==> src/rtl/m_sequence_phase_decoder.sv <==
// 63-chip M-sequence phase decoder: buffers one frame, correlates it
// serially against all 63 cyclic shifts, reports the best shift.
// Ports: clkin/rstn (sync, active-low); in_valid/in_bit/in_ready chip
//   input handshake; code_out/metric/lock result, code_valid 1-cycle pulse.
module m_sequence_phase_decoder #(
   parameter logic [5:0] POLYNOME = 6'b100111,
   parameter logic [5:0] PHASE    = 6'b101010,
   parameter int         N        = 63,
   parameter int         LENGHT   = 6,
   parameter logic [5:0] THRESH   = 6'd48
) (
   input  logic              clkin,
   input  logic              rstn,
   input  logic              in_valid,
   input  logic              in_bit,
   output logic              in_ready,
   output logic [LENGHT-1:0] code_out,
   output logic [LENGHT-1:0] metric,
   output logic              code_valid,
   output logic              lock
);

   localparam logic [LENGHT-1:0] LAST = LENGHT'(N - 1);
   localparam logic [LENGHT-1:0] ZERO = '0;

   typedef enum logic [1:0] {
      S_COLLECT,
      S_CORR,
      S_RESULT
   } state_t;

   state_t state_q, state_d;

   logic [N-1:0]      chip_buf_q, chip_buf_d;
   logic [LENGHT-1:0] wr_idx_q, wr_idx_d;
   logic [LENGHT-1:0] k_q, k_d;
   logic [LENGHT-1:0] j_q, j_d;
   logic [LENGHT-1:0] lfsr_q, lfsr_d;
   logic [LENGHT-1:0] cand_q, cand_d;
   logic [LENGHT-1:0] acc_q, acc_d;
   logic [LENGHT-1:0] best_q, best_d;
   logic [LENGHT-1:0] best_k_q, best_k_d;
   logic [LENGHT-1:0] code_q, code_d;
   logic [LENGHT-1:0] metric_q, metric_d;
   logic              lock_q, lock_d;
   logic              code_valid_q, code_valid_d;

   logic              s_local;
   logic              match;
   logic [LENGHT-1:0] acc_new;
   logic              last_chip;
   logic              last_cand;

   function automatic logic [LENGHT-1:0] lfsr_step(
      input logic [LENGHT-1:0] st
   );
      return {^(POLYNOME & st), st[LENGHT-1:1]};
   endfunction

   // acc_new tops out at 63 on the final chip, so 6 bits suffice
   assign s_local   = ^(POLYNOME & lfsr_q);
   assign match     = (chip_buf_q[j_q] == s_local);
   assign acc_new   = acc_q + {{(LENGHT-1){1'b0}}, match};
   assign last_chip = (j_q == LAST);
   assign last_cand = (k_q == LAST);

   // State register
   always_ff @(posedge clkin) begin
      if (!rstn) begin
         state_q <= S_COLLECT;
      end else begin
         state_q <= state_d;
      end
   end

   // Next-state logic
   always_comb begin
      state_d = state_q;
      unique case (state_q)
         S_COLLECT: begin
            if (in_valid && (wr_idx_q == LAST)) state_d = S_CORR;
         end
         S_CORR: begin
            if (last_chip && last_cand) state_d = S_RESULT;
         end
         S_RESULT: state_d = S_COLLECT;
         default:  state_d = S_COLLECT;
      endcase
   end

   // FSM outputs
   always_comb begin
      in_ready = 1'b0;
      unique case (state_q)
         S_COLLECT: in_ready = 1'b1;
         default:   in_ready = 1'b0;
      endcase
   end

   // Datapath next-state
   always_comb begin
      chip_buf_d   = chip_buf_q;
      wr_idx_d     = wr_idx_q;
      k_d          = k_q;
      j_d          = j_q;
      lfsr_d       = lfsr_q;
      cand_d       = cand_q;
      acc_d        = acc_q;
      best_d       = best_q;
      best_k_d     = best_k_q;
      code_d       = code_q;
      metric_d     = metric_q;
      lock_d       = lock_q;
      code_valid_d = 1'b0;
      unique case (state_q)
         S_COLLECT: begin
            // Correlator is primed for candidate 0 while collecting
            k_d    = ZERO;
            j_d    = ZERO;
            acc_d  = ZERO;
            lfsr_d = PHASE;
            cand_d = PHASE;
            if (in_valid) begin
               chip_buf_d[wr_idx_q] = in_bit;
               wr_idx_d = (wr_idx_q == LAST) ? ZERO : wr_idx_q + 1'b1;
            end
         end
         S_CORR: begin
            if (last_chip) begin
               // Strict '>' keeps the lowest shift on ties
               if ((k_q == ZERO) || (acc_new > best_q)) begin
                  best_d   = acc_new;
                  best_k_d = k_q;
               end
               k_d    = k_q + 1'b1;
               j_d    = ZERO;
               acc_d  = ZERO;
               cand_d = lfsr_step(cand_q);
               lfsr_d = lfsr_step(cand_q);
            end else begin
               j_d    = j_q + 1'b1;
               acc_d  = acc_new;
               lfsr_d = lfsr_step(lfsr_q);
            end
         end
         S_RESULT: begin
            code_d       = best_k_q;
            metric_d     = best_q;
            lock_d       = (best_q >= THRESH);
            code_valid_d = 1'b1;
            wr_idx_d     = ZERO;
         end
         default: ;
      endcase
   end

   always_ff @(posedge clkin) begin
      if (!rstn) begin
         chip_buf_q   <= '0;
         wr_idx_q     <= '0;
         k_q          <= '0;
         j_q          <= '0;
         lfsr_q       <= PHASE;
         cand_q       <= PHASE;
         acc_q        <= '0;
         best_q       <= '0;
         best_k_q     <= '0;
         code_q       <= '0;
         metric_q     <= '0;
         lock_q       <= 1'b0;
         code_valid_q <= 1'b0;
      end else begin
         chip_buf_q   <= chip_buf_d;
         wr_idx_q     <= wr_idx_d;
         k_q          <= k_d;
         j_q          <= j_d;
         lfsr_q       <= lfsr_d;
         cand_q       <= cand_d;
         acc_q        <= acc_d;
         best_q       <= best_d;
         best_k_q     <= best_k_d;
         code_q       <= code_d;
         metric_q     <= metric_d;
         lock_q       <= lock_d;
         code_valid_q <= code_valid_d;
      end
   end

   assign code_out   = code_q;
   assign metric     = metric_q;
   assign lock       = lock_q;
   assign code_valid = code_valid_q;

endmodule

==> config.mk <==
export PLATFORM = sky130hd
export DESIGN_NAME = m_sequence_phase_decoder
export DESIGN_NICKNAME = d
export VERILOG_FILES = /design/src/rtl/m_sequence_phase_decoder.sv
export SDC_FILE = /design/constraint.sdc
export NUM_CORES = 1
export LEC_CHECK = 0
export CORE_MARGIN = 2
export CORE_UTILIZATION = 40
export CTS_BUF_LIST = sky130_fd_sc_hd__clkbuf_8
export CTS_CLUSTER_DIAMETER = 150
export DETAILED_ROUTE_END_ITERATION = 8
export GPL_TIMING_DRIVEN = 0
export SYNTH_ARGS = -nofsm -noshare
export SYNTH_HDL_FRONTEND = slang
export SYNTH_SLANG_ARGS = --single-unit
==> constraint.sdc <==
create_clock -name clkin -period 9.7 [get_ports clkin]
set_clock_uncertainty 0.15 [all_clocks]
set_input_delay 0.97 -clock clkin [delete_from_list [all_inputs] [get_ports clkin]]
set_output_delay 0.97 -clock clkin [all_outputs]
set_load 0.03 [all_outputs]
Yosys cells after proc, flatten, opt, wreduce, memory -nomap -nowiden
Index checks and enable logic that the tools add are counted.
{"block": "classes", "n_eq_ne": 10, "reduce_logical": 15, "order_cmp": 5, "n_mux": 23, "addsub": 4}
{"op": "one-hot mux 6 bit (2 select lines)", "count": 6}
{"op": "bitwise mux 63 bit", "count": 1}
{"op": "2-to-1 mux 6 bit", "count": 7}
{"op": "adder 6 x 1 -> 6 bit, second input constant", "count": 3}
{"op": "== test 6 bit, second input constant", "count": 3}
{"op": "< comparator 6 x 7 -> 1 bit, second input constant", "count": 2}
{"op": "parity 6 bit", "count": 2}
{"op": "inequality test 2 bit, second input constant", "count": 4}
{"op": "AND reduction 2 bit", "count": 4}
{"op": "adder 6 x 1 -> 6 bit", "count": 1}
{"op": "binary-select mux 1 bit (select 6 bit)", "count": 1}
{"op": "demux 1 bit (select 6 bit)", "count": 1}
{"op": "greater-or-equal comparator 6 x 1 -> 1 bit, second input constant", "count": 1}
{"op": "greater-or-equal comparator 6 bit, second input constant", "count": 1}
{"op": "greater-than comparator 6 bit", "count": 1}
{"op": "logical NOT 6 bit", "count": 1}
{"op": "2-to-1 mux 1 bit", "count": 4}
{"op": "2-to-1 mux 2 bit", "count": 2}
{"op": "one-hot mux 2 bit (2 select lines)", "count": 1}
{"op": "nonzero test 2 bit", "count": 2}
{"op": "logical AND 1 bit", "count": 3}
{"op": "AND reduction 3 bit", "count": 1}
{"op": "== test 2 x 1 -> 1 bit, second input constant", "count": 1}
{"op": "== test 2 bit, second input constant", "count": 1}
{"op": "other kinds (3)", "count": 3}
{"block": "totals", "ff_bits": 127, "elab_cells": 71, "out_inout_bits": 15, "input_bits": 4}

Depth between registers and ports, before layout
{"block": "logic_depth", "depth_word": 7, "mapped_depth": 18, "ltp_nobuf": 16}

Worst setup path after synthesis
OpenSTA, ideal clock, no wires.
{"block": "synth_timing", "path_type": "register -> register", "start": "reg j_q[1]", "end": "reg best_k_q[2]", "synth_period_minus_slack_ns": 3.721, "arrival_ns": 3.450, "setup_ns": 0.121, "setup_slack_ns": 5.979, "path_stages_with_launch": 19, "path_buffers": 2, "required_time_ns": 9.429, "path_cell_list": "dfxtp_1 -> buf_6 -> mux4_2 -> a22oi_1 -> a21oi_1 -> nor3_1 -> a21oi_1 -> xnor2_1 -> ha_1 -> ha_1 -> nand3_1 -> xnor2_1 -> ha_1 -> a21o_1 -> a21o_1 -> o21bai_1 -> a21oi_2 -> buf_4 -> mux2i_1"}
{"block": "synth_between", "elab_chain_len": 7, "elab_cells_between_ends": 8, "classes_between": "add/sub: 1; order compare: 1; eq/ne: 2; mux: 2; reduce/logical: 2"}
{"item": "from (decl)", "line": "37", "text": "logic [LENGHT-1:0] j_q, j_d;"}
{"item": "from (signal assigned)", "line": "176", "text": "j_q <= j_d;"}
{"item": "binary-select mux 1 bit (select 6 bit)", "line": "62", "text": "assign match = (chip_buf_q[j_q] == s_local);"}
{"item": "2-to-1 mux 1 bit (implied by the code)", "line": "62"}
{"item": "== test 1 bit", "line": "62"}
{"item": "adder 6 x 1 -> 6 bit", "line": "63", "text": "assign acc_new = acc_q + {{(LENGHT-1){1'b0}}, match};"}
{"item": "via acc_new[4]", "line": "50", "text": "logic [LENGHT-1:0] acc_new;"}
{"item": "greater-than comparator 6 bit", "line": "131", "text": "if ((k_q == ZERO) || (acc_new > best_q)) begin"}
{"item": "logical OR 1 bit", "line": "131"}
{"item": "AND reduction 3 bit (no line)"}
{"item": "to (signal assigned)", "line": "181", "text": "best_k_q <= best_k_d;"}
{"item": "to (decl)", "line": "42", "text": "logic [LENGHT-1:0] best_k_q, best_k_d;"}
The timed path passes the listed nets, and every way through them passes these cells. The select of a mux whose other input is x is not followed.
A chain may end at the register's enable or synchronous reset.

Worst setup path after layout
{"block": "layout_timing", "start": "reg j_q[2]", "end": "reg best_k_q[2]"}
Same word-level chain as after synthesis.

==> run metrics <==
status complete, no violations; Setup CP Type flip-flop to flip-flop; DR iter-0 viols 353; Mapped Nets 754; Synth cell types 50; CP max stage cell buf_1; Global Route Usage Sum about a fifth; hold path startpoint code_out[4]; CTS tree built; Hold WC Path Type flip-flop to flip-flop; Comb power frac 3.7%; WP data arrival 4560 ps; die height ~130 um; CTS resizes 0; vias in the first global route 5090; Seq/Total Area, Yosys 41.0%; Fin. Hold Viols 0; port bufs 16; most used flip-flop cell after synthesis dfxtp_1; Top Ports 19; share of cells above drive strength 1 under 10%; crit path cell chain buf_1 -> mux4_2 -> a22oi_1 -> a21oi_1 -> nor3_1 -> a21oi_1 -> xnor2_1 -> ha_1 -> ha_1 -> nand3_1 -> xnor2_1 -> ha_1 -> nand3_1 -> nor2_1 -> o21bai_1 -> a21oi_2 -> buf_4 -> mux2i_1; Area Growth Syn to Fin 13.2%; Pint 0.000814 W; Tcrit/Tclk final between 40% and 50%; Core Area 15200 sq um; CTS sink count 127; setup bufs post-CTS 0; worst slew pin tran 929 ps; max FFs per register 63; Synth top area share 41.0%; most common cell in the netlist nand2_1; Post-synth ARST share 0%; Hold Path Sink code_out[4]; syn_area_per_cell 8.45 sq um; Synth Cell Area 6210 sq um; Post-Syn Instances ~740; Detailed Route WL 16100 um; FF-to-FF setup slack approximately 5400 ps; min Tclk post-route 4340 ps; most flop-heavy register chip_buf_q; total negative setup slack 0 ps; Tot Pwr 0.00106 W; Hold Path Depth 2; Slew Limit Headroom 37.8%; Max Buffers Root-to-Sink 2; first-pass GRT wire length 26100 um; Die ar. 16500 sq um; EDFF count, synth 0; TritonRoute pass-1 iters 5; antenna violations before repair 0; Worst R2R End best_k_q[2]; CP max FO 10; NetSw 0.000244 W; Starting Density 40.8%; n_diodes 0; R2R depth 18; dpl hpwl 11600 um; Post-DRT Antenna Nets 0; Hold WS 303 ps; fin nets around 790; total grt overflow 0; Worst-Skew Late Latency ~450 ps; CTS Root Buffer Type clkbuf_8; Synth top cells by count nand2_1 (157), dfxtp_1 (127), nor2_1 (89); Reg power frac slightly below 50%; Switching Fraction 23.1%; Wirelength per Cell 16.6 um; DR vias/cell 5.44; critical path capture point type flip-flop; Synth Register Bits 127; critical path's top delay family compound AO/OA/AOI/OAI gates; largest net degree at the start of global routing 17; worst vdd ir just under 0.1 mV; cell taking the most area after synthesis dfxtp_1; delay of the slowest critical-path stage 480 ps; Post-DP Area 6600 sq um; final instance area 7020 sq um; Via Count 5278; post-cts hold buffer count 0; Peak Freq around 230 MHz; Clock Power Share 46.8%; CP bufs+invs 2; FF-to-FF Start j_q[2]; Setup crit start kind flip-flop; CP required a little under 10000 ps; RSZ-0062 raised after global routing false; chip width 129 um; most used cell, CP ha_1; setup violators final 0; Leak roughly 2.7 nW; Final Wtd Congestion 0.821; Critical Path Stages 18; CTS Buf Count 17; Final Max Slew Viols 0; Yosys warning count 0; Synth area leaders dfxtp_1 (41%), nand2_1 (9.5%), mux2i_1 (8.7%), mux4_2 (5.4%), nor2_1 (5.4%); FP Rows 45; clk slew on worst S/H paths approximately 80 ps; DRC 0; pwr/cell area 151 nW/um^2; Max Cap Viol 0; H-tree levels 4
## logic make-up after synthesis
family          count (synthesis)  synth area share, %
compound gates                100                 9.57
xor+xnor                       15                 2.12
fa+ha+maj                      15                 3.02
buf+inv                        71                 5.20
flops                         127                 41.0
mux                            69                 14.2
simple gates                  338                 25.0
## worst register-to-register path, delay by kind of cell, from the launching register on
family	cells	cell delay, ps
buffers and inverters	2	750
DFF	1	460
adders and majority gates	3	690
and+or+nand+nor	4	400
AOI/OAI and AO/OA	5	750
xor gates and xnor gates	2	470
muxes	2	600
## layout make-up
cell class,count,area (sq um)
Clock inverter,13,174
Sequential cell,127,2540
Timing Repair Buffer,16,160
Fill cell,1483,8180
Inverter,15,56.3
Tap cell,188,235
Clock buffer,18,248
Buffer,56,267
Multi-Input combinational cell,537,3340
## layer usage
| metal | routed length, um | GRT usage, % | up-vias |
|---|---|---|---|
| met3 | 924 | 5.24 | 26 |
| met1 | 7320 | 26.0 | 2548 |
| met4 | 251 | 6.33 | 0 |
| met2 | 7650 | 34.0 | 128 |
| li1 | - | - | 2576 |
| met5 | 0 | 0 | - |
## power groups by stage
stage,registers (W),logic (W),clock network (W)
floorplan,0.000535,0.0000273,0
global placement,0.000536,0.0000386,0
detailed placement,0.000536,0.0000392,0
CTS,0.000524,0.0000393,0.000502
global route,0.000524,0.0000430,0.000524
finish,0.000524,0.0000394,0.000495
## worst max path at each step
| stage | start | endpoint | slack, ps |
|---|---|---|---|
| 2_1_floorplan | j_q[1] | best_k_q[2] | 5980 |
| 3_3_place_gp | j_q[1] | best_k_q[5] | 5490 |
| 3_5_place_dp | j_q[1] | best_k_q[2] | 5430 |
| 4_1_cts | j_q[2] | best_k_q[2] | 5390 |
| 5_1_grt | j_q[1] | best_k_q[3] | 5030 |
| 6_report | j_q[2] | best_k_q[2] | 5360 |
## stage by stage
step	instances	utilization (%)	setup slack, ps
after floorplan	735	-	5980
after global placement	939	43.4	5490
after detailed placement	939	43.4	5430
after CTS	970	46.2	5390
after global routing	970	46.2	5030
final	970	46.2	5360
## layout by cell type (no fill, tap or decap), types with 4 or more instances in the layout
cell             count
nand3_1             37
mux4_2              15
inv_1               17
nor3_1               9
nand2_1            157
clkbuf_8            18
buf_6                4
ha_1                15
o21ai_0              9
buf_2               12
clkdlybuf4s50_1     16
and3_1               6
bufinv_16            4
xor2_1               7
mux2i_1             54
clkinvlp_4           5
xnor2_1              8
nor2b_1              4
a22oi_1             14
a21oi_1             56
nand4_1             10
clkbuf_1            34
nor2_1              89
dfxtp_1            127
(Power assumes the default switching activity.)
